## config.mk

```make
export PLATFORM = sky130hd
export DESIGN_NAME = gpio_cfg_writer
export DESIGN_NICKNAME = d
export VERILOG_FILES = /design/src/rtl/gpio_cfg_writer.sv
export SDC_FILE = /design/constraint.sdc
export NUM_CORES = 1
export LEC_CHECK = 0
export ABC_AREA = 1
export BUFFER_PORTS_ARGS = -buffer_cell sky130_fd_sc_hd__clkbuf_2
export CELL_PAD_IN_SITES_DETAIL_PLACEMENT = 1
export CELL_PAD_IN_SITES_GLOBAL_PLACEMENT = 1
export CORE_ASPECT_RATIO = 0.9
export CORE_MARGIN = 2
export CORE_UTILIZATION = 38
export CTS_BUF_LIST = sky130_fd_sc_hd__clkbuf_16
export CTS_CLUSTER_SIZE = 14
export DETAILED_ROUTE_END_ITERATION = 12
export GPL_ROUTABILITY_DRIVEN = 0
export PLACE_DENSITY = 0.76
export SKIP_CTS_REPAIR_TIMING = 1
export SLEW_MARGIN = 20
export SYNTH_ARGS = -nofsm -noshare
export SYNTH_HDL_FRONTEND = slang
export SYNTH_SLANG_ARGS = --single-unit
```

## constraint.sdc

```tcl
create_clock -name clk -period 2.25 [get_ports clk]
set_input_delay 0.225 -clock clk [delete_from_list [all_inputs] [get_ports clk]]
set_output_delay 0.225 -clock clk [all_outputs]
set_load 0.005 [all_outputs]
```

## src/rtl/gpio_cfg_writer.sv

```systemverilog
// rtl/gpio_cfg_writer.sv - serialises one register write into strobed byte writes on the GPIO config bus
module gpio_cfg_writer #(
  parameter int DATA_W    = 8,
  parameter int N_CHUNKS  = 4,
  parameter int ADDR_W    = 16,
  parameter int SETUP_CYC = 2,
  parameter int HIGH_CYC  = 2,
  parameter int GAP_CYC   = 2,
  parameter logic [ADDR_W-1:0] IDLE_ADDR = 16'hFFFF
) (
  input  logic              clk,
  input  logic              rst,
  input  logic              wr_valid,
  output logic              wr_ready,
  input  logic [ADDR_W-1:0] wr_addr,
  input  logic [31:0]       wr_data,
  output logic [31:0]       gpio_bus_o,
  output logic              busy,
  output logic              done
);

  localparam int PAD_W = 32 - 1 - DATA_W - ADDR_W;
  localparam int CH_W  = (N_CHUNKS > 1) ? $clog2(N_CHUNKS) : 1;
  localparam int PH_W  = 8;
  localparam int STB_BIT = DATA_W + ADDR_W;
  localparam logic [31:0] IDLE_BUS = {{(32-ADDR_W){1'b0}}, IDLE_ADDR};
  localparam logic [CH_W-1:0] TOP_CHUNK = CH_W'(N_CHUNKS - 1);

  typedef enum logic [1:0] {IDLE, SETUP, HIGH, GAP} state_t;

  state_t            state;
  logic [CH_W-1:0]   chunk;
  logic [PH_W-1:0]   phase;
  logic [ADDR_W-1:0] addr_q;
  logic [31:0]       data_q;

  function automatic logic [DATA_W-1:0] sel_byte(input logic [31:0] d, input logic [CH_W-1:0] k);
    logic [31:0] sh;
    sh = d >> (int'(k) * DATA_W);
    return sh[DATA_W-1:0];
  endfunction

  function automatic logic [31:0] bus_word(input logic stb, input logic [DATA_W-1:0] b,
                                           input logic [ADDR_W-1:0] a);
    return {{PAD_W{1'b0}}, stb, b, a};
  endfunction

  always_ff @(posedge clk) begin
    if (rst) begin
      state      <= IDLE;
      chunk      <= '0;
      phase      <= '0;
      addr_q     <= '0;
      data_q     <= '0;
      gpio_bus_o <= IDLE_BUS;
      wr_ready   <= 1'b1;
      busy       <= 1'b0;
      done       <= 1'b0;
    end else begin
      case (state)
        IDLE: begin
          done <= 1'b0;
          if (wr_valid) begin
            addr_q     <= wr_addr;
            data_q     <= wr_data;
            chunk      <= TOP_CHUNK;
            phase      <= '0;
            state      <= SETUP;
            gpio_bus_o <= bus_word(1'b0, sel_byte(wr_data, TOP_CHUNK), wr_addr);
            wr_ready   <= 1'b0;
            busy       <= 1'b1;
          end
        end
        SETUP: begin
          if (phase == PH_W'(SETUP_CYC - 1)) begin
            phase               <= '0;
            state               <= HIGH;
            gpio_bus_o[STB_BIT] <= 1'b1;
          end else begin
            phase <= phase + 1'b1;
          end
        end
        HIGH: begin
          if (phase == PH_W'(HIGH_CYC - 1)) begin
            phase               <= '0;
            state               <= GAP;
            gpio_bus_o[STB_BIT] <= 1'b0;
            // done is registered, so it must be raised on entry to the final GAP cycle
            done                <= (chunk == '0) && (GAP_CYC == 1);
          end else begin
            phase <= phase + 1'b1;
          end
        end
        GAP: begin
          if (phase == PH_W'(GAP_CYC - 1)) begin
            phase <= '0;
            done  <= 1'b0;
            if (chunk != '0) begin
              chunk      <= chunk - 1'b1;
              state      <= SETUP;
              gpio_bus_o <= bus_word(1'b0, sel_byte(data_q, chunk - 1'b1), addr_q);
            end else begin
              state      <= IDLE;
              gpio_bus_o <= IDLE_BUS;
              wr_ready   <= 1'b1;
              busy       <= 1'b0;
            end
          end else begin
            phase <= phase + 1'b1;
            done  <= (chunk == '0) && (GAP_CYC >= 2) && (phase == PH_W'(GAP_CYC - 2));
          end
        end
        default: state <= IDLE;
      endcase
    end
  end

endmodule

```

==> impl_metrics.env <==
export IMPL_outcome="completed"
export IMPL_fillerInstances=1364
export IMPL_post_synth_top_count_cell="nor2_1"
export IMPL_maxCapViolations=0
export IMPL_final_nets=721
export IMPL_power_density_mw_per_mm2=1420
export IMPL_syn_instance_count=594
export IMPL_power_frac_clock_pct=24.7
export IMPL_drt_pass1_iterations=4
export IMPL_whs_ns=0.121
export IMPL_worst_path_buf_inv=3
export IMPL_period_share_pct=87.4
export IMPL_multi_input_area_sq_mm=0.00202
export IMPL_synthDistinctLibCells=29
export IMPL_switching_share_pct=40.3
export IMPL_core_area_sq_mm=0.0104
export IMPL_cp_arrival_ns=2.18
export IMPL_ir_drop_v=0.000612
export IMPL_avgSynthCellArea_sq_um=6.90
export IMPL_clk_pin_slew_ns=0.07
export IMPL_synth_edf_count=0
export IMPL_antenna_found_initial=0
export IMPL_hp_class="in2reg"
export IMPL_gr_total_overflow=0
export IMPL_worst_path_dominant_cell_family="simple AND/OR/NAND/NOR gates"
export IMPL_route_detailed_wl_per_inst_um=15.9
export IMPL_worst_setup_path_start_kind="flop"
export IMPL_rsz0062_at_grt="false"
export IMPL_p_comb_share_pct=40.9
export IMPL_cts_tree="yes"
export IMPL_grt_max_degree=54
export IMPL_n_antenna_cell=0
export IMPL_slowest_stage="dfxtp_1"
export IMPL_cts_sinks=88
export IMPL_routed_wl_um=12600
export IMPL_synth_top_family_by_area="simple AND/OR/NAND/NOR gates"
export IMPL_final_core_util_pct=47.7
export IMPL_rows=35
export IMPL_clockBufferDepth=2
export IMPL_path_cells="inv_1 -> ha_1 -> inv_1 -> nor2_4 -> inv_2 -> nand3_4 -> nand2_1 -> nand3_1"
export IMPL_yosysTopAreaCell="dfxtp_1"
export IMPL_cts_root_buf="clkbuf_16"
export IMPL_antenna_left=0
export IMPL_grt_pass1_vias=4125
export IMPL_synthSimpleGateAreaFrac_pct=31.4
export IMPL_drive_gt1_share_pct=17.4
export IMPL_area_growth_pct=20.6
export IMPL_leakagePower_nw=2.30
export IMPL_start_util_pct=39.5
export IMPL_ioPinCount=86
export IMPL_p_sw_w=0.00283
export IMPL_clk_latency_ns=0.35
export IMPL_tns_ns=0
export IMPL_path_class="reg2reg"
export IMPL_ys_flop_type="dfxtp_1"
export IMPL_fmax_mhz=509
export IMPL_viasPerCell=5.08
export IMPL_synth_fa_ha_area_share_pct=2.75
export IMPL_synth_seq_cells=88
export IMPL_grt_pass1_wl_um=20400
export IMPL_vias=4035
export IMPL_synth_top_area_share_pct=43.0
export IMPL_synth_common_cells="nor2_1 (134), nand2_1 (110), dfxtp_1 (88)"
export IMPL_synth_top_cells_by_area="dfxtp_1 (43%), nor2_1 (12%), nand2_1 (10%), o21ai_0 (7.9%), nand3_1 (3.9%)"
export IMPL_htree_levels=3
export IMPL_fin_crit_ns=1.97
export IMPL_cts_made_buffers=9
export IMPL_crit_path_max_incr_delay_ns=0.39
export IMPL_io_buffers=78
export IMPL_skew_ns=0.00903
export IMPL_yosys_warnings=0
export IMPL_yosys_area_share_xor_xnor_pct=0
export IMPL_regArea_sq_mm=0.00176
export IMPL_syn_area_sq_mm=0.00410
export IMPL_hold_viol_final=0
export IMPL_synthArstFlopShare_pct=0
export IMPL_synth_compound_area_share_pct=14.2
export IMPL_grt_use_total_pct=22.2
export IMPL_dieWidth_um=113
export IMPL_drt_iter0_drc=203
export IMPL_drcViolationCount=0
export IMPL_seqPwrFrac_pct=34.4
export IMPL_p_int_w=0.00419
export IMPL_setup_viol=0
export IMPL_crit_fanout=16
export IMPL_critPathRequiredTime_ns=2.46
export IMPL_die_h_um=103
export IMPL_crit_path_end_kind="flop"
export IMPL_crit_top_cell="inv_1"
export IMPL_dp_hpwl_um=8540
export IMPL_maxSlewViolCount=0
export IMPL_die_area_sq_mm=0.0116
export IMPL_synthMuxAreaShare_pct=0
export IMPL_ys_seq_area_share_pct=43.0
worst paths after layout:
path	depth (start not counted)	start	slack, ns	end
setup reg to reg	8	state[0]	0.28	gpio_bus_o[3]
setup / recovery	8	state[0]	0.28	gpio_bus_o[3]
hold / removal	3	wr_addr[12]	0.12	addr_q[12]
hold reg to reg	2	data_q[20]	0.46	data_q[20]
tightest hold or removal path, stage by stage:
cell	delay [ns]
clkbuf_2	0.08
inv_1	0.06
a21oi_1	0.05
stage by stage:
step	setup slack, ns	std cells	total power, W	instance area (sq um)
after floorplan	0.565	600	0.00428	4120
after global placement	0.278	778	0.00511	4580
after detailed placement	0.223	778	0.00523	4580
after CTS	0.190	794	0.00702	4930
after global routing	0.0662	795	0.00761	4950
final	0.284	795	0.00702	4950
per-layer routing:
layer | global-route usage, % | vias to the layer above | share of wire, %
met1 | 28.5 | 1930 | 47
met3 | 5.41 | 7 | 3.5
met4 | 4.03 | 0 | 0.56
li1 | - | 2032 | -
met2 | 38.6 | 66 | 48
met5 | 0 | - | 0
cell usage in the layout, fill, tap and decap left out, drive strengths merged:
master,instances
a211oi,1
a21oi,22
buf,10
bufinv,3
clkbuf,87
clkinv,5
clkinvlp,1
conb,7
dfxtp,88
ha,9
inv,42
nand2,112
nand3,34
nand3b,13
nand4,5
nor2,138
nor3,2
o21ai,71
o21bai,2
o22ai,13
or2,1
logic make-up (layout without fill, tap and decap cells):
| logic type | after synthesis | after routing |
|---|---|---|
| adders and majority gates | 9 | 9 |
| and+or+nand+nor | 304 | 305 |
| other | 1 | 7 |
| buffers and inverters | 83 | 148 |
| AOI/OAI and AO/OA | 109 | 109 |
| DFF | 88 | 88 |
area by class of cell:
cell class / instances / share of cell area (%)
clock inverters: 7 / 2.40
clock buffers: 9 / 4.55
well taps: 129 / 3.26
multi-input cells: 430 / 40.9
flip-flops and latches: 88 / 35.6
inverters: 44 / 3.34
repair buffers: 88 / 9.92
power groups by stage:
stage	clock, W	combinational, W	sequential [W]
detailed placement	0	0.00280	0.00243
finish	0.00173	0.00287	0.00242
global route	0.00183	0.00331	0.00247
global placement	0	0.00269	0.00242
floorplan	0	0.00193	0.00235
CTS	0.00177	0.00284	0.00242
state kept, by name (all words and copies together) (netlist names):
signal      count
phase           8
busy            1
gpio_bus_o     25
chunk           2
state           2
addr_q         16
done            1
wr_ready        1
data_q         32
Power figures use the tool's default switching activity.
